<file path="src/rtl/parking_gate_ctrl.sv">
// Car-park lane controller: keypad-gated entry barrier with retry lockout and
// entry timeout, an independent exit barrier, and an occupancy counter.
//
// Entry FSM states:
//   state   | meaning
//   IDLE    | lane empty or car waiting while the park is full
//   WAIT_PW | car at entry, waiting for keypad code
//   OPEN_IN | code accepted, entry barrier raised until car passes
//   LOCKED  | too many wrong codes, lane ignored for LOCK_CYCLES cycles
module parking_gate_ctrl #(
  parameter int                   PW_WIDTH     = 4,
  parameter logic [PW_WIDTH-1:0]  PASSWORD     = 4'b0110,
  parameter int                   MAX_ATTEMPTS = 3,
  parameter int                   CAPACITY     = 8,
  parameter int                   PW_TIMEOUT   = 16,
  parameter int                   LOCK_CYCLES  = 32,
  parameter int                   CNT_W        = 4
) (
  input  logic                clk,
  input  logic                reset_n,
  input  logic                sensor_entrance,
  input  logic                sensor_exit,
  input  logic                pw_valid,
  input  logic [PW_WIDTH-1:0] pw_code,
  output logic                gate_in_open,
  output logic                gate_out_open,
  output logic                green,
  output logic                red,
  output logic                full,
  output logic                lockout,
  output logic [CNT_W-1:0]    occupancy,
  output logic [3:0]          attempts_left
);

  // Timers count down from (duration-1) to a terminal count of zero.
  localparam int PT_W = (PW_TIMEOUT > 2) ? $clog2(PW_TIMEOUT) : 1;
  localparam int LT_W = (LOCK_CYCLES > 2) ? $clog2(LOCK_CYCLES) : 1;
  localparam logic [PT_W-1:0]  PT_LOAD  = PT_W'(PW_TIMEOUT - 1);
  localparam logic [LT_W-1:0]  LT_LOAD  = LT_W'(LOCK_CYCLES - 1);
  localparam logic [CNT_W-1:0] CAP      = CNT_W'(CAPACITY);
  localparam logic [3:0]       ATT_LOAD = 4'(MAX_ATTEMPTS);

  typedef enum logic [1:0] {
    IDLE    = 2'd0,
    WAIT_PW = 2'd1,
    OPEN_IN = 2'd2,
    LOCKED  = 2'd3
  } state_t;

  state_t           state_q, state_d;
  logic [PT_W-1:0]  pw_tmr_q, pw_tmr_d;
  logic [LT_W-1:0]  lock_tmr_q, lock_tmr_d;
  logic [3:0]       attempts_left_q, attempts_left_d;
  logic             gate_in_open_q, gate_in_open_d;
  logic             green_q, green_d;
  logic             red_q, red_d;
  logic             lockout_q, lockout_d;
  logic             gate_out_open_q, gate_out_open_d;
  logic [CNT_W-1:0] occupancy_q, occupancy_d;
  logic             full_q, full_d;
  logic             sensor_exit_q;

  logic entry_done;
  logic exit_done;
  logic exit_rise;
  logic exit_fall;

  assign exit_rise = sensor_exit & ~sensor_exit_q;
  assign exit_fall = ~sensor_exit & sensor_exit_q;

  // Entry FSM next state, timers, retry count and entry-side lamp/barrier outputs.
  always_comb begin
    state_d         = state_q;
    pw_tmr_d        = pw_tmr_q;
    lock_tmr_d      = lock_tmr_q;
    attempts_left_d = attempts_left_q;
    entry_done      = 1'b0;

    case (state_q)
      IDLE: begin
        if (sensor_entrance && !full_q) begin
          state_d         = WAIT_PW;
          attempts_left_d = ATT_LOAD;
          pw_tmr_d        = PT_LOAD;
        end
      end
      WAIT_PW: begin
        // A keypad entry wins over an expiring timeout in the same cycle.
        if (pw_valid) begin
          if (pw_code == PASSWORD) begin
            state_d = OPEN_IN;
          end else begin
            attempts_left_d = attempts_left_q - 4'd1;
            pw_tmr_d        = PT_LOAD;
            if (attempts_left_q == 4'd1) begin
              state_d    = LOCKED;
              lock_tmr_d = LT_LOAD;
            end
          end
        end else if (pw_tmr_q == '0) begin
          state_d         = IDLE;
          attempts_left_d = 4'd0;
        end else begin
          pw_tmr_d = pw_tmr_q - PT_W'(1);
        end
      end
      OPEN_IN: begin
        if (!sensor_entrance) begin
          entry_done = 1'b1;
          state_d    = IDLE;
        end
      end
      LOCKED: begin
        if (lock_tmr_q == '0) begin
          state_d = IDLE;
        end else begin
          lock_tmr_d = lock_tmr_q - LT_W'(1);
        end
      end
      default: state_d = IDLE;
    endcase

    gate_in_open_d = (state_d == OPEN_IN);
    green_d        = (state_d == OPEN_IN);
    lockout_d      = (state_d == LOCKED);
    // Red also shows a waiting car that is refused because the park is full.
    red_d          = (state_d == WAIT_PW) || (state_d == LOCKED) ||
                     ((state_q == IDLE) && (state_d == IDLE) && sensor_entrance && full_q);
  end

  // Exit barrier and occupancy bookkeeping; exits only count when the gate opened.
  always_comb begin
    gate_out_open_d = gate_out_open_q;
    exit_done       = 1'b0;
    if (exit_rise && (occupancy_q != '0)) begin
      gate_out_open_d = 1'b1;
    end else if (exit_fall && gate_out_open_q) begin
      gate_out_open_d = 1'b0;
      exit_done       = 1'b1;
    end

    occupancy_d = occupancy_q;
    if (entry_done && !exit_done) begin
      if (occupancy_q != CAP) occupancy_d = occupancy_q + CNT_W'(1);
    end else if (exit_done && !entry_done) begin
      if (occupancy_q != '0) occupancy_d = occupancy_q - CNT_W'(1);
    end

    full_d = (occupancy_d == CAP);
  end

  // All state and outputs are registered; reset closes both barriers at once.
  always_ff @(posedge clk or negedge reset_n) begin
    if (!reset_n) begin
      state_q         <= IDLE;
      pw_tmr_q        <= '0;
      lock_tmr_q      <= '0;
      attempts_left_q <= 4'd0;
      gate_in_open_q  <= 1'b0;
      green_q         <= 1'b0;
      red_q           <= 1'b0;
      lockout_q       <= 1'b0;
      gate_out_open_q <= 1'b0;
      occupancy_q     <= '0;
      full_q          <= 1'b0;
      sensor_exit_q   <= 1'b0;
    end else begin
      state_q         <= state_d;
      pw_tmr_q        <= pw_tmr_d;
      lock_tmr_q      <= lock_tmr_d;
      attempts_left_q <= attempts_left_d;
      gate_in_open_q  <= gate_in_open_d;
      green_q         <= green_d;
      red_q           <= red_d;
      lockout_q       <= lockout_d;
      gate_out_open_q <= gate_out_open_d;
      occupancy_q     <= occupancy_d;
      full_q          <= full_d;
      sensor_exit_q   <= sensor_exit;
    end
  end

  assign gate_in_open  = gate_in_open_q;
  assign gate_out_open = gate_out_open_q;
  assign green         = green_q;
  assign red           = red_q;
  assign full          = full_q;
  assign lockout       = lockout_q;
  assign occupancy     = occupancy_q;
  assign attempts_left = attempts_left_q;

endmodule
</file>
<file path="config.mk">
export PLATFORM = sky130hd
export DESIGN_NAME = parking_gate_ctrl
export DESIGN_NICKNAME = d
export VERILOG_FILES = /design/src/rtl/parking_gate_ctrl.sv
export SDC_FILE = /design/constraint.sdc
export NUM_CORES = 1
export LEC_CHECK = 0
export ABC_CLOCK_PERIOD_IN_PS = 4900
export CAP_MARGIN = 0
export CORE_MARGIN = 1
export CORE_UTILIZATION = 57
export CTS_CLUSTER_SIZE = 28
export DETAILED_ROUTE_END_ITERATION = 10
export HOLD_SLACK_MARGIN = 0.02
export PLACE_DENSITY = 0.84
export SYNTH_ARGS = -nofsm -noshare
export SYNTH_HDL_FRONTEND = slang
export SYNTH_SLANG_ARGS = --single-unit
</file>
<file path="constraint.sdc">
create_clock -name clk -period 4.9 [get_ports clk]
set_clock_uncertainty 0.2 [all_clocks]
set_input_delay 0.735 -clock clk [delete_from_list [all_inputs] [get_ports clk]]
set_output_delay 0.735 -clock clk [all_outputs]
set_load 0.005 [all_outputs]
</file>
======== Word-level counts from Yosys, hierarchy flattened ========
Index checks and enable logic that the tools add are counted.
word-level totals
  logic and storage cells ................. 95
  register bits ........................... 25
  output and inout port bits .............. 14
cells by class
  eq/ne operators ......................... 18
  reduce and logical (&&, ||, !) cells .... 24
  multiplexer cells ....................... 33
  bitwise logic cells ..................... 4
  $add $sub $neg .......................... 5
operators by type and width
  kind                   count
  $mux W4                12
  $mux W5                4
  $pmux W4 S2            2
  $mux W2                7
  $sub A4 B1 Y4 const B  3
  $ne A2 B2 Y1 const B   5
  $pmux W5 S2            1
  $ne A3 B3 Y1 const B   3
  $eq A2 B2 Y1 const B   4
  $logic_and A1 B1 Y1    8
  $pmux W2 S4            1
  $reduce_and A4 Y1      2
  $mux W1                6
  $reduce_bool A2 Y1     3
  $logic_not A5 Y1       1
  $reduce_and A5 Y1      1
  $sub A5 B1 Y5 const B  1
  $add A4 B1 Y4 const B  1
  $eq A2 B1 Y1 const B   2
  $eq A4 B1 Y1 const B   1
  $eq A4 B3 Y1 const B   1
  $eq A4 B4 Y1 const B   1
  $logic_not A2 Y1       2
  $logic_not A4 Y1       1
  other kinds (6)        11

======== Logic depth before layout (Yosys ltp) ========
  depth after elaboration ................. 10
  gate-level depth with buffers ........... 7
  mapped depth without buffers ............ 7

======== Worst setup path after synthesis ========
No wires, ideal clock.
  path kind ............................... input-to-reg
  from .................................... input port pw_code[3]
  to ...................................... register pw_tmr_q[2]
  arrival ................................. 1.890 ns
  buffers on the path ..................... 0
  library setup time ...................... 0.126 ns
  stages .................................. 4
  path slack .............................. 2.684 ns
  data required time ...................... 4.574 ns
  path through ............................ and4bb_2 -> a2111oi_4 -> nor2_2 -> o32a_1
between the ends
  cells in the longest elaborated chain, start to end .. 3
ends and longest elaborated chain
  what                                RTL line  source
  start: declaration                  24        input logic [PW_WIDTH-1:0] pw_code,
  $eq A4 B3 Y1                        90        if (pw_code == PASSWORD) begin
  $ne A3 B3 Y1 (no source line)       n/a
  $reduce_and A4 Y1 (no source line)  n/a
  end signal: assignment              169       pw_tmr_q <= pw_tmr_d;
  end: declaration                    51        logic [PT_W-1:0] pw_tmr_q, pw_tmr_d;
Every way passes these cells.
A chain may end at the register's enable or synchronous reset.

======== Worst setup path in the final report ========
  from .................................... input port pw_valid
  to ...................................... register attempts_left_q[2], in the netlist attempts_left[2]
between the ends
  cells in the longest elaborated chain, start to end .. 2
ends and longest elaborated chain
  what                                                               RTL line  source
  start: declaration                                                 23        input logic pw_valid,
  $ne A3 B3 Y1 (no source line) or $mux W4 (tied branches)           n/a
  $reduce_and A4 Y1 (no source line) or $pmux W4 S2 (tied branches)  n/a
  end signal: assignment                                             171       attempts_left_q <= attempts_left_d;
  end: declaration                                                   53        logic [3:0] attempts_left_q, attempts_left_d;
Parallel ways exist; a longest one is shown, timed or not.

==> metrics.txt <==
status=finished, final reports clean; crit path DAT=2600 ps; first-pass GRT wire length=5110 um; via count=1236; clock slew at reported path FFs=140 ps; share of power burned in registers=40.3%; worst hold path type=flop to flop; Seq/Total Area, Yosys=41.5%; syn_nets=170; CP Max Fanout=7; Slowest cell on crit path=clkdlybuf4s50_1; PortBufs=22; gpl congestion=0.813; # hold bufs at CTS=0; Psw=0.420 mW; Starting Density=60.4%; Tmin final=2580 ps; top cells by count, synth=dfrtp_1, inv_1, nor2_1; post-synth cell types=50; largest net degree at the start of global routing=26; Post-CTS Repair Setup Buffers=0; die span in y=53.5 um; cell with the most instances after synthesis=dfrtp_1; GRT Total Usage=25.2%; f_max=0.388 GHz; Pleak=0.735 nW; row count=18; drt pass-1 iters=4; post-synthesis area per instance=9.80 sq um; nature of the critical path startpoint=input pin; initial drt markers=27; top_reg_cell synth=dfrtp_1; Mapped Cells=154; Cell Area, Placed=1740 sq um; Final period util=52.6%; Max-slew headroom=26.2%; die footprint=2860 sq um; Req. time, crit path=4920 ps; final setup vio count=0; CTS tree=yes; Clk pwr share=9.3%; Int Power=0.582 mW; fin area=1770 sq um; I/O pin cnt=23; nets@finish=194; hpwl dp=2330 um; root buf cell=clkbuf_4; layout cells sized above 1=10.2%; CTS-repair resized insts=0; Design Power=1.00 mW; Layout area overhead=17.5%; Post-DRT Antenna Nets=0; Sw Ratio=41.9%; final WL=3100 um; number of diodes=0; vias per std cell=5.97; H-tree levels=1; max-slew violations=0; CTS sink cnt=25; asr flop ratio synth=100%; #FFs+latches synth=25; Remaining DRCs=0; placed cell count=203; TritonCTS buffer count=3; crit path kind=input pin to flop; grt ovf=0; Clock Path Buffers=2; crit-path cells=clkdlybuf4s50_1 > nor4b_4 > a211oi_1 > nor3_4 > o21ai_0 > a22o_1; vias in the first global route=1242; largest cells by area after synthesis=dfrtp_1, ha_1, o21ai_0, inv_1, a21oi_1; die width=53.5 um; Clock Latency Late Sink=320 ps; Fin. Hold Viols=0; WL per Instance=15.0 um; Total Neg Setup Slack=0 ps; cell area after synthesis=1510 sq um; Synth warnings=0; RSZ-0062 raised after global routing=false; pwr dens=565 nW/um^2; post-synth top area cell=dfrtp_1; Yosys top cell area share=41.5%; CP bufs+invs=1; Layout Cells excl Fill=207; crit path capture type=flop; max incr delay on CP=590 ps; Peak VDD IR=388 uV; core area=2500 sq um; Max Cap Viol=0; Fill cells=194; critical path's top delay family=simple AND/OR/NAND/NOR gates; logic gate share of total power=50.4%; Post-synth EDFFs=0; Slew @ Worst Pin=1100 ps; initial antenna violation count=0
-- per-stage QoR --
step / util (%) / worst slack [ps] / hold slack [ps]
finish: 70.9 / 2320 / 331
global route: 70.9 / 2230 / 357
CTS: 70.9 / 2340 / 326
detailed placement: 69.7 / 1980 / 297
global placement: 69.7 / 2080 / 289
floorplan: - / 2680 / 239
-- per-layer routing --
layer	global-route usage [%]	part of all wire, %	vias up
met3	3.45	3.9	4
met1	29.0	44	595
met2	45.2	51	32
met4	11.4	0.87	0
met5	0	0	-
li1	-	-	605
-- sequential cells by signal, summed over array words and instances, names as in the netlist --
name and flops:
state_q 2, sensor_exit_q 1, occupancy 4, pw_tmr_q 4, lockout 1, gate_out_open 1
green 1, lock_tmr_q 5, full 1, attempts_left 4, red 1
-- worst paths after layout --
path                                from               end  slack (ps)  cells past startpoint
max reg2reg                   state_q[1]              full        2680                      5
max                             pw_valid  attempts_left[2]        2320                      6
min in group asynchronous        reset_n               red         790                      1
max in group asynchronous        reset_n      occupancy[3]        3050                      1
min                        sensor_exit_q     gate_out_open         330                      1
min reg2reg                sensor_exit_q     gate_out_open         330                      1
-- kinds of logic after synthesis --
kind of cell	after synthesis	synth area share, %
muxes	1	0.746
xor gates and xnor gates	2	1.16
adders and majority gates	7	5.80
DFF	25	41.5
and+or+nand+nor	58	24.8
AOI/OAI and AO/OA	42	20.5
buffers and inverters	19	5.55
-- power by group through the flow --
| stage | clock network (mW) | logic (mW) | registers, mW |
|---|---|---|---|
| finish | 0.0930 | 0.505 | 0.404 |
| global route | 0.105 | 0.567 | 0.421 |
| CTS | 0.0999 | 0.507 | 0.402 |
| detailed placement | 0 | 0.503 | 0.407 |
| global placement | 0 | 0.478 | 0.399 |
| floorplan | 0 | 0.353 | 0.373 |
-- layout by cell type, fill, tap and decap left out, types with 2 or more instances in the layout --
master           netlist  layout
o22ai_1                2       2
clkbuf_4               0       3
o21ai_0               12      12
nor3b_1                4       4
a31oi_1                3       3
nand2_1               10      10
nand3b_1               3       3
inv_1                 15      15
nor4b_2                2       2
nor2_1                13      13
clkdlybuf4s50_1        0      22
a21oi_1               10      10
dfrtp_1               25      25
a22o_1                 2       2
nand3_1                5       5
ha_1                   7       7
o22a_1                 3       3
nor3_1                 4       4
-- cell type report --
| cell class | count | area (sq um) | share of cell area (%) |
|---|---|---|---|
| timing repair buffer | 22 | 220 | 12.4 |
| tap | 30 | 37.5 | 2.12 |
| sequential | 25 | 626 | 35.3 |
| clock buffer | 3 | 22.5 | 1.27 |
| multi-input combinational | 110 | 800 | 45.1 |
| clock inverter | 1 | 7.51 | 0.423 |
| inverter | 16 | 60.1 | 3.39 |
Power figures use the tool's default switching activity.
